===== config.mk =====
export PLATFORM = sky130hd
export DESIGN_NAME = pipe_execute_stage_flat
export DESIGN_NICKNAME = d
export VERILOG_FILES = /design/src/rtl/pipe_execute_stage_if.sv /design/src/rtl/pipe_execute_stage.sv /design/src/flat_wrapper.sv
export SDC_FILE = /design/constraint.sdc
export NUM_CORES = 2
export LEC_CHECK = 0
export BUFFER_PORTS_ARGS = -buffer_cell sky130_fd_sc_hd__buf_4
export CAP_MARGIN = 20
export CELL_PAD_IN_SITES_DETAIL_PLACEMENT = 1
export CELL_PAD_IN_SITES_GLOBAL_PLACEMENT = 1
export CORE_ASPECT_RATIO = 0.6
export CORE_MARGIN = 1
export CORE_UTILIZATION = 41
export DETAILED_ROUTE_END_ITERATION = 8
export PLACE_DENSITY_LB_ADDON = 0.1
export SETUP_SLACK_MARGIN = 0.02
export SYNTH_ARGS = -nofsm -noshare
export SYNTH_HDL_FRONTEND = slang
export SYNTH_SLANG_ARGS = --single-unit

===== constraint.sdc =====
create_clock -name clk_i -period 13.1 [get_ports clk_i]
set_input_delay 0.655 -clock clk_i [delete_from_list [all_inputs] [get_ports clk_i]]
set_output_delay 0.655 -clock clk_i [all_outputs]
set_load 0.05 [all_outputs]

===== src/rtl/pipe_execute_stage_if.sv =====
// Decode/hazard-side view of the PIPE execute stage: E-register inputs, exception
// inputs that gate CC writes, and everything the stage forwards toward M.
interface pipe_execute_stage_if #(
  parameter int WIDTH = 64
);
  logic             e_stall;
  logic             e_bubble;
  logic [3:0]       d_icode;
  logic [3:0]       d_ifun;
  logic [WIDTH-1:0] d_valC;
  logic [WIDTH-1:0] d_valA;
  logic [WIDTH-1:0] d_valB;
  logic [3:0]       d_dstE;
  logic [3:0]       d_dstM;
  logic             m_exc;
  logic             w_exc;
  logic [3:0]       e_icode;
  logic [WIDTH-1:0] e_valA;
  logic [WIDTH-1:0] e_valE;
  logic [3:0]       e_dstE;
  logic [3:0]       e_dstM;
  logic             e_Cnd;
  logic             e_busy;
  logic [2:0]       cc_out;

  modport master (
    output e_stall, e_bubble, d_icode, d_ifun, d_valC, d_valA, d_valB, d_dstE, d_dstM,
           m_exc, w_exc,
    input  e_icode, e_valA, e_valE, e_dstE, e_dstM, e_Cnd, e_busy, cc_out
  );

  modport slave (
    input  e_stall, e_bubble, d_icode, d_ifun, d_valC, d_valA, d_valB, d_dstE, d_dstM,
           m_exc, w_exc,
    output e_icode, e_valA, e_valE, e_dstE, e_dstM, e_Cnd, e_busy, cc_out
  );
endinterface


===== src/rtl/pipe_execute_stage.sv =====
// Y86-64 PIPE execute stage: E pipeline register, ALU, condition codes, Cnd,
// and an iterative shift-add multiplier for OPq ifun 4.
module pipe_execute_stage #(
  parameter int WIDTH  = 64,
  parameter bit MUL_EN = 1'b1
) (
  input logic             clk_i,
  input logic             rst_ni,
  pipe_execute_stage_if.slave ex
);
  localparam int MSB = WIDTH - 1;
  localparam int CW  = $clog2(WIDTH);

  localparam logic [3:0] I_NOP    = 4'h1;
  localparam logic [3:0] I_RRMOVQ = 4'h2;
  localparam logic [3:0] I_IRMOVQ = 4'h3;
  localparam logic [3:0] I_RMMOVQ = 4'h4;
  localparam logic [3:0] I_MRMOVQ = 4'h5;
  localparam logic [3:0] I_OPQ    = 4'h6;
  localparam logic [3:0] I_CALL   = 4'h8;
  localparam logic [3:0] I_RET    = 4'h9;
  localparam logic [3:0] I_PUSHQ  = 4'hA;
  localparam logic [3:0] I_POPQ   = 4'hB;
  localparam logic [3:0] I_IADDQ  = 4'hC;
  localparam logic [3:0] R_NONE   = 4'hF;

  localparam logic [3:0] F_ADD = 4'h0;
  localparam logic [3:0] F_SUB = 4'h1;
  localparam logic [3:0] F_AND = 4'h2;
  localparam logic [3:0] F_XOR = 4'h3;
  localparam logic [3:0] F_MUL = 4'h4;

  localparam logic [WIDTH-1:0] PLUS8    = WIDTH'(8);
  localparam logic [WIDTH-1:0] MINUS8   = ~WIDTH'(7);
  localparam logic [CW-1:0]    CNT_LAST = CW'(WIDTH - 1);

  typedef struct packed {
    logic [3:0]       icode;
    logic [3:0]       ifun;
    logic [WIDTH-1:0] valC;
    logic [WIDTH-1:0] valA;
    logic [WIDTH-1:0] valB;
    logic [3:0]       dstE;
    logic [3:0]       dstM;
  } e_reg_t;

  localparam e_reg_t E_NOP = '{icode: I_NOP, ifun: 4'h0, valC: '0, valA: '0, valB: '0,
                               dstE: R_NONE, dstM: R_NONE};

  typedef enum logic [1:0] {S_IDLE, S_RUN, S_DONE} mul_state_e;

  e_reg_t           er_q, er_d;
  mul_state_e       state_q, state_d;
  logic [CW-1:0]    cnt_q, cnt_d;
  logic [WIDTH-1:0] acc_q, acc_d, mcand_q, mcand_d, mplier_q, mplier_d;
  logic [2:0]       cc_q, cc_d;

  logic             is_mul, busy, e_load, cc_block;
  logic [WIDTH-1:0] alu_a, alu_b, alu_r, sum, diff, acc_step;
  logic [3:0]       alufun;
  logic             alu_of, cnd;

  assign is_mul   = MUL_EN && (er_q.icode == I_OPQ) && (er_q.ifun == F_MUL);
  assign busy     = is_mul && (state_q == S_IDLE || state_q == S_RUN);
  assign e_load   = !busy && !ex.e_stall;
  assign cc_block = ex.m_exc || ex.w_exc;
  assign acc_step = mplier_q[0] ? acc_q + mcand_q : acc_q;

  always_comb begin
    alu_a = '0;
    case (er_q.icode)
      I_RRMOVQ, I_OPQ:                       alu_a = er_q.valA;
      I_IRMOVQ, I_RMMOVQ, I_MRMOVQ, I_IADDQ: alu_a = er_q.valC;
      I_CALL, I_PUSHQ:                       alu_a = MINUS8;
      I_RET, I_POPQ:                         alu_a = PLUS8;
      default:                               alu_a = '0;
    endcase
    alu_b = '0;
    case (er_q.icode)
      I_RMMOVQ, I_MRMOVQ, I_OPQ, I_CALL, I_RET, I_PUSHQ, I_POPQ, I_IADDQ: alu_b = er_q.valB;
      default: alu_b = '0;
    endcase
    alufun = (er_q.icode == I_OPQ) ? er_q.ifun : F_ADD;
    sum    = alu_b + alu_a;
    diff   = alu_b - alu_a;
    alu_r  = sum;
    alu_of = (alu_a[MSB] == alu_b[MSB]) && (sum[MSB] != alu_a[MSB]);
    case (alufun)
      F_SUB: begin
        alu_r  = diff;
        alu_of = (alu_a[MSB] != alu_b[MSB]) && (diff[MSB] != alu_b[MSB]);
      end
      F_AND: begin alu_r = alu_a & alu_b; alu_of = 1'b0; end
      F_XOR: begin alu_r = alu_a ^ alu_b; alu_of = 1'b0; end
      // Without the multiplier, ifun 4 keeps its legacy XOR meaning.
      F_MUL: begin alu_r = MUL_EN ? acc_q : (alu_a ^ alu_b); alu_of = 1'b0; end
      default: ;
    endcase
  end

  always_comb begin
    cnd = 1'b0;
    case (er_q.ifun)
      4'h0: cnd = 1'b1;
      4'h1: cnd = (cc_q[1] ^ cc_q[0]) | cc_q[2];
      4'h2: cnd = cc_q[1] ^ cc_q[0];
      4'h3: cnd = cc_q[2];
      4'h4: cnd = !cc_q[2];
      4'h5: cnd = !(cc_q[1] ^ cc_q[0]);
      4'h6: cnd = !(cc_q[1] ^ cc_q[0]) && !cc_q[2];
      default: cnd = 1'b0;
    endcase
  end

  always_comb begin
    state_d  = state_q;
    cnt_d    = cnt_q;
    acc_d    = acc_q;
    mcand_d  = mcand_q;
    mplier_d = mplier_q;
    case (state_q)
      S_IDLE: if (is_mul) begin
        state_d  = S_RUN;
        cnt_d    = '0;
        acc_d    = '0;
        mcand_d  = er_q.valA;
        mplier_d = er_q.valB;
      end
      S_RUN: begin
        acc_d    = acc_step;
        mcand_d  = mcand_q << 1;
        mplier_d = mplier_q >> 1;
        cnt_d    = cnt_q + CW'(1);
        if (cnt_q == CNT_LAST) state_d = S_DONE;
      end
      S_DONE: if (e_load) state_d = S_IDLE;
      default: state_d = S_IDLE;
    endcase
  end

  // Multiply sets CC once, from the final partial sum, on its RUN->DONE edge.
  always_comb begin
    cc_d = cc_q;
    if (!cc_block) begin
      if (state_q == S_RUN && cnt_q == CNT_LAST)
        cc_d = {acc_step == '0, acc_step[MSB], 1'b0};
      else if (er_q.icode == I_OPQ && !is_mul)
        cc_d = {alu_r == '0, alu_r[MSB], alu_of};
    end
  end

  always_comb begin
    er_d = er_q;
    if (e_load) begin
      if (ex.e_bubble) er_d = E_NOP;
      else er_d = '{icode: ex.d_icode, ifun: ex.d_ifun, valC: ex.d_valC, valA: ex.d_valA,
                    valB: ex.d_valB, dstE: ex.d_dstE, dstM: ex.d_dstM};
    end
  end

  always_ff @(posedge clk_i) begin
    if (!rst_ni) begin
      er_q     <= E_NOP;
      cc_q     <= 3'b100;
      state_q  <= S_IDLE;
      cnt_q    <= '0;
      acc_q    <= '0;
      mcand_q  <= '0;
      mplier_q <= '0;
    end else begin
      er_q     <= er_d;
      cc_q     <= cc_d;
      state_q  <= state_d;
      cnt_q    <= cnt_d;
      acc_q    <= acc_d;
      mcand_q  <= mcand_d;
      mplier_q <= mplier_d;
    end
  end

  assign ex.e_icode = er_q.icode;
  assign ex.e_valA  = er_q.valA;
  assign ex.e_valE  = alu_r;
  assign ex.e_dstE  = (er_q.icode == I_RRMOVQ && !cnd) ? R_NONE : er_q.dstE;
  assign ex.e_dstM  = er_q.dstM;
  assign ex.e_Cnd   = cnd;
  assign ex.e_busy  = busy;
  assign ex.cc_out  = cc_q;
endmodule

===== src/flat_wrapper.sv =====
// flat-port wrapper written by rule: the top's interface ports become plain ports
module pipe_execute_stage_flat 
#(
  parameter int WIDTH  = 64,
  parameter bit MUL_EN = 1'b1
)
  (clk_i, rst_ni, ex_e_stall, ex_e_bubble, ex_d_icode, ex_d_ifun, ex_d_valC, ex_d_valA, ex_d_valB, ex_d_dstE, ex_d_dstM, ex_m_exc, ex_w_exc, ex_e_icode, ex_e_valA, ex_e_valE, ex_e_dstE, ex_e_dstM, ex_e_Cnd, ex_e_busy, ex_cc_out);
  pipe_execute_stage_if #(.WIDTH(WIDTH)) ex_i ();
  input logic clk_i;
  input logic rst_ni;
  input wire logic [$bits(ex_i.e_stall)-1:0] ex_e_stall;
  input wire logic [$bits(ex_i.e_bubble)-1:0] ex_e_bubble;
  input wire logic [$bits(ex_i.d_icode)-1:0] ex_d_icode;
  input wire logic [$bits(ex_i.d_ifun)-1:0] ex_d_ifun;
  input wire logic [$bits(ex_i.d_valC)-1:0] ex_d_valC;
  input wire logic [$bits(ex_i.d_valA)-1:0] ex_d_valA;
  input wire logic [$bits(ex_i.d_valB)-1:0] ex_d_valB;
  input wire logic [$bits(ex_i.d_dstE)-1:0] ex_d_dstE;
  input wire logic [$bits(ex_i.d_dstM)-1:0] ex_d_dstM;
  input wire logic [$bits(ex_i.m_exc)-1:0] ex_m_exc;
  input wire logic [$bits(ex_i.w_exc)-1:0] ex_w_exc;
  output wire logic [$bits(ex_i.e_icode)-1:0] ex_e_icode;
  output wire logic [$bits(ex_i.e_valA)-1:0] ex_e_valA;
  output wire logic [$bits(ex_i.e_valE)-1:0] ex_e_valE;
  output wire logic [$bits(ex_i.e_dstE)-1:0] ex_e_dstE;
  output wire logic [$bits(ex_i.e_dstM)-1:0] ex_e_dstM;
  output wire logic [$bits(ex_i.e_Cnd)-1:0] ex_e_Cnd;
  output wire logic [$bits(ex_i.e_busy)-1:0] ex_e_busy;
  output wire logic [$bits(ex_i.cc_out)-1:0] ex_cc_out;
  assign ex_i.e_stall = ex_e_stall;
  assign ex_i.e_bubble = ex_e_bubble;
  assign ex_i.d_icode = ex_d_icode;
  assign ex_i.d_ifun = ex_d_ifun;
  assign ex_i.d_valC = ex_d_valC;
  assign ex_i.d_valA = ex_d_valA;
  assign ex_i.d_valB = ex_d_valB;
  assign ex_i.d_dstE = ex_d_dstE;
  assign ex_i.d_dstM = ex_d_dstM;
  assign ex_i.m_exc = ex_m_exc;
  assign ex_i.w_exc = ex_w_exc;
  assign ex_e_icode = ex_i.e_icode;
  assign ex_e_valA = ex_i.e_valA;
  assign ex_e_valE = ex_i.e_valE;
  assign ex_e_dstE = ex_i.e_dstE;
  assign ex_e_dstM = ex_i.e_dstM;
  assign ex_e_Cnd = ex_i.e_Cnd;
  assign ex_e_busy = ex_i.e_busy;
  assign ex_cc_out = ex_i.cc_out;
  pipe_execute_stage #(.WIDTH(WIDTH), .MUL_EN(MUL_EN)) u_core (.clk_i(clk_i), .rst_ni(rst_ni), .ex(ex_i));
endmodule

==> impl_metrics.py <==
metrics = {
    "critical_path": {
        "worstSetupPathType": "reg2out",
        "cp.required_ns": 12.44,
        "slowest_delay_ns": 0.70,
        "path_cells": "mux2i_1 -> o21ai_4 -> buf_4 -> a221oi_1 -> ha_1 -> inv_1 -> o31ai_1 -> a21oi_1 -> nor3b_1 -> o31a_1 -> a41oi_2 -> o21ai_2 -> nor4b_2 -> nor4_1 -> o31a_1 -> a21oi_1 -> buf_4",
        "cpMaxStageDelayCell": "buf_4",
        "cp.arrival_ns": 8.08,
        "cp-end-kind": "output port",
        "cp_top_family": "compound AO/OA/AOI/OAI gates",
        "path_buf_inv": 3,
        "critPathLaunchType": "flop",
        "cp_max_fo": 48,
    },
    "cts": {
        "cts_sinks": 411,
        "clk_path_buf_depth": 3,
        "cts_tree": "yes",
        "cts_hold_buf": 0,
        "cts_setup_buffers": 0,
        "clock_latency_ns": 0.65,
        "cts_buffers": 43,
        "clk_pin_slew_ns": 0.07,
        "htreeDepth": 2,
        "cts-root-buf": "clkbuf_16",
        "cts_resized": 0,
    },
    "die": {
        "start_util": 0.418,
        "core_area_mm2": 0.0822,
        "io_pins": 359,
        "die-area_mm2": 0.0850,
        "die_w_um": 376,
        "num_rows": 81,
        "die_height_um": 226,
    },
    "detailed_routing": {
        "firstDrtPassIters": 8,
        "wl_um": 170000,
        "drc_errors": 0,
        "ant_nets": 0,
        "vias_per_cell": 6.50,
        "drtIter0Drc": 4434,
        "route.detailed.wl_per_inst_um": 29.2,
        "routed-via-count": 38000,
    },
    "logic_synthesis": {
        "synth_cell_types": 94,
        "synth_top_family_by_area": "compound AO/OA/AOI/OAI gates",
        "async_flop_share": 0,
        "synth_fp_nets": 5074,
        "netlist_area_mm2": 0.0344,
        "synth_mux_area_frac": 0.0142,
        "synthCells": 4664,
        "ys_warn_count": 0,
        "synthFlopType": "dfxtp_1",
        "synth.ff_latch_count": 411,
        "synth-xor-area-share": 0.0189,
        "synthAdderAreaFrac": 0.0720,
        "yosysSeqAreaShare": 0.239,
        "synth_edf_count": 0,
        "syn_area_per_cell_um2": 7.37,
        "synth_compound_area_frac": 0.312,
        "yosys.area_share.simple": 0.266,
    },
    "grt": {
        "grt_start_max_net_pins": 136,
        "antenna_found_initial": 5,
        "grt_pass1_vias": 35500,
        "grtUsageTotal": 0.386,
        "globalRouteOverflowTotal": 0,
        "grt_pass1_wl_um": 247000,
    },
    "place": {
        "io_buffer_count": 358,
        "dpl_worst_slack_ns": 5.51,
        "gp_congestion": 1.06,
        "hpwl_um": 132000,
    },
    "run_status": {
        "status": "finished clean",
    },
    "cells_and_area": {
        "syn_to_final_growth_pct": 12.0,
        "nets": 5102,
        "drive_above_1_share": 0.125,
        "insertedDiodeCount": 0,
    },
    "flow_run": {
        "cap_violations": 0,
    },
    "sta": {
        "slew_headroom": 0.228,
        "tns_ns": 0,
        "post-route-period-util": 0.667,
        "clock_skew_ns": 0.0544,
        "fin_crit_ns": 8.73,
        "worst_hold_slack_ns": 0.290,
        "fin_ws_ns": 4.37,
        "rsz0062_at_grt": "false",
        "hold_viol_final": 0,
        "tightest_slew_ns": 1.15,
        "fmax_ghz": 0.114,
        "setup-violations-final": 0,
        "finalMaxSlewViolations": 0,
    },
    "min_path": {
        "hp-class": "in2reg",
    },
    "power_and_ir_drop": {
        "power.leakage_nw": 16.9,
        "vdd_ir_drop_max_uv": 84.3,
        "power.total_w": 0.00322,
        "powerDensity_mw_per_mm2": 83.6,
    },
}
==> report_power, final <==
part           switching, W  internal, W
clock              0.000604     0.000714
combinational      0.000388     0.000201
sequential        0.0000391      0.00127
total               0.00103      0.00219
==> Yosys cell counts, drive strengths merged (31+ instances only) <==
master | number | area (µm²)
a211oi | 42 | 315
a21boi | 228 | 1710
a21o | 59 | 443
a21oi | 323 | 1620
a221oi | 79 | 692
a22oi | 77 | 578
a31oi | 33 | 236
and2 | 40 | 250
and3 | 31 | 194
buf | 129 | 803
clkbuf | 298 | 1120
dfxtp | 411 | 8230
ha | 193 | 2410
inv | 194 | 728
mux2i | 33 | 330
nand2 | 654 | 2450
nand2b | 34 | 213
nand3 | 179 | 896
nand3b | 203 | 1520
nand4 | 50 | 313
nor2 | 251 | 942
nor2b | 134 | 838
nor3 | 103 | 515
nor4 | 38 | 244
o211a | 99 | 991
o211ai | 43 | 323
o21ai | 194 | 982
o21bai | 37 | 278
o221a | 33 | 372
o31ai | 36 | 270
xnor2 | 55 | 482
==> metal layers <==
metal | GRT usage | up-vias | routed length, µm
li1 | - | 17000 | -
met1 | 0.573 | 19000 | 79900
met2 | 0.539 | 1784 | 67500
met3 | 0.0889 | 229 | 16900
met4 | 0.125 | 8 | 6150
met5 | 0 | - | 51
==> logic make-up after synthesis <==
family,count (synthesis)
simple gates,1814
compound gates,1500
buf+inv,622
flops,411
fa+ha+maj,196
xor+xnor,74
mux,47
==> registers in the layout, summed over array words and instances, names as in the netlist <==
name and cells:
u_core.cnt_q 6, u_core.state_q 2, u_core.ex.e_icode 4, u_core.mcand_q 64
u_core.ex.cc_out 3, u_core.acc_q 64, u_core.er_q 136, u_core.ex.e_valA 64
u_core.ex.e_dstM 4, u_core.mplier_q 64
==> cell usage in the layout (no fill, tap or decap), drive strengths merged, types with 20 or more instances in the layout <==
cell | synthesis | routed
clkbuf | 298 | 59
a22oi | 77 | 77
nor3b | 20 | 20
nand2 | 654 | 654
o221a | 33 | 33
ha | 193 | 193
nor2b | 134 | 134
and2 | 40 | 40
a31oi | 33 | 33
or2 | 20 | 20
a21o | 59 | 59
o31ai | 36 | 36
nor4 | 38 | 38
o211a | 99 | 99
a21boi | 228 | 228
o21ai | 194 | 194
a211oi | 42 | 42
xnor2 | 55 | 55
buf | 129 | 410
nor2 | 251 | 251
nand3 | 179 | 179
nand4 | 50 | 50
o211ai | 43 | 43
a21oi | 323 | 323
a221oi | 79 | 79
nor3 | 103 | 103
nand3b | 203 | 203
mux2i | 33 | 33
dfxtp | 411 | 411
nand2b | 34 | 34
o21bai | 37 | 37
inv | 194 | 196
and3 | 31 | 31
o221ai | 21 | 21
o21a | 24 | 24
==> final timing paths <==
| path | from | end | slack [ns] | cells after the start |
|---|---|---|---|---|
| setup / recovery | u_core.ex.e_icode[2]$_SDFFE_PN0P_ | ex_e_valE[63] | 4.37 | 17 |
| hold / removal | ex_d_valC[49] | u_core.er_q[185]$_SDFFE_PN0P_ | 0.29 | 3 |
| setup reg to reg | u_core.ex.e_icode[2]$_SDFFE_PN0P_ | u_core.ex.cc_out[2]$_SDFFE_PN1P_ | 5.09 | 19 |
| hold reg to reg | u_core.er_q[189]$_SDFFE_PN0P_ | u_core.er_q[189]$_SDFFE_PN0P_ | 0.47 | 2 |
==> worst min-delay path: stages <==
cell and delay (ns):
buf_4 0.11, nand3b_1 0.06, a21boi_0 0.07
==> stage by stage <==
stage	area (µm²)	instances	util
2_1_floorplan	34400	4664	-
5_1_grt	38500	5845	0.468
6_report	38500	5845	0.468
3_3_place_gp	37000	5765	0.451
4_1_cts	38500	5845	0.468
3_5_place_dp	37000	5767	0.451
==> final cells by class <==
class / count / area [µm²]
repair buffers: 410 / 3090
clock inverters: 19 / 245
fillers: 10200 / 43700
multi-input cells: 3631 / 23600
inverters: 195 / 733
flip-flops and latches: 411 / 8230
well taps: 1120 / 1400
clock buffers: 59 / 1210
No activity file was read; power rests on OpenSTA's default activity.
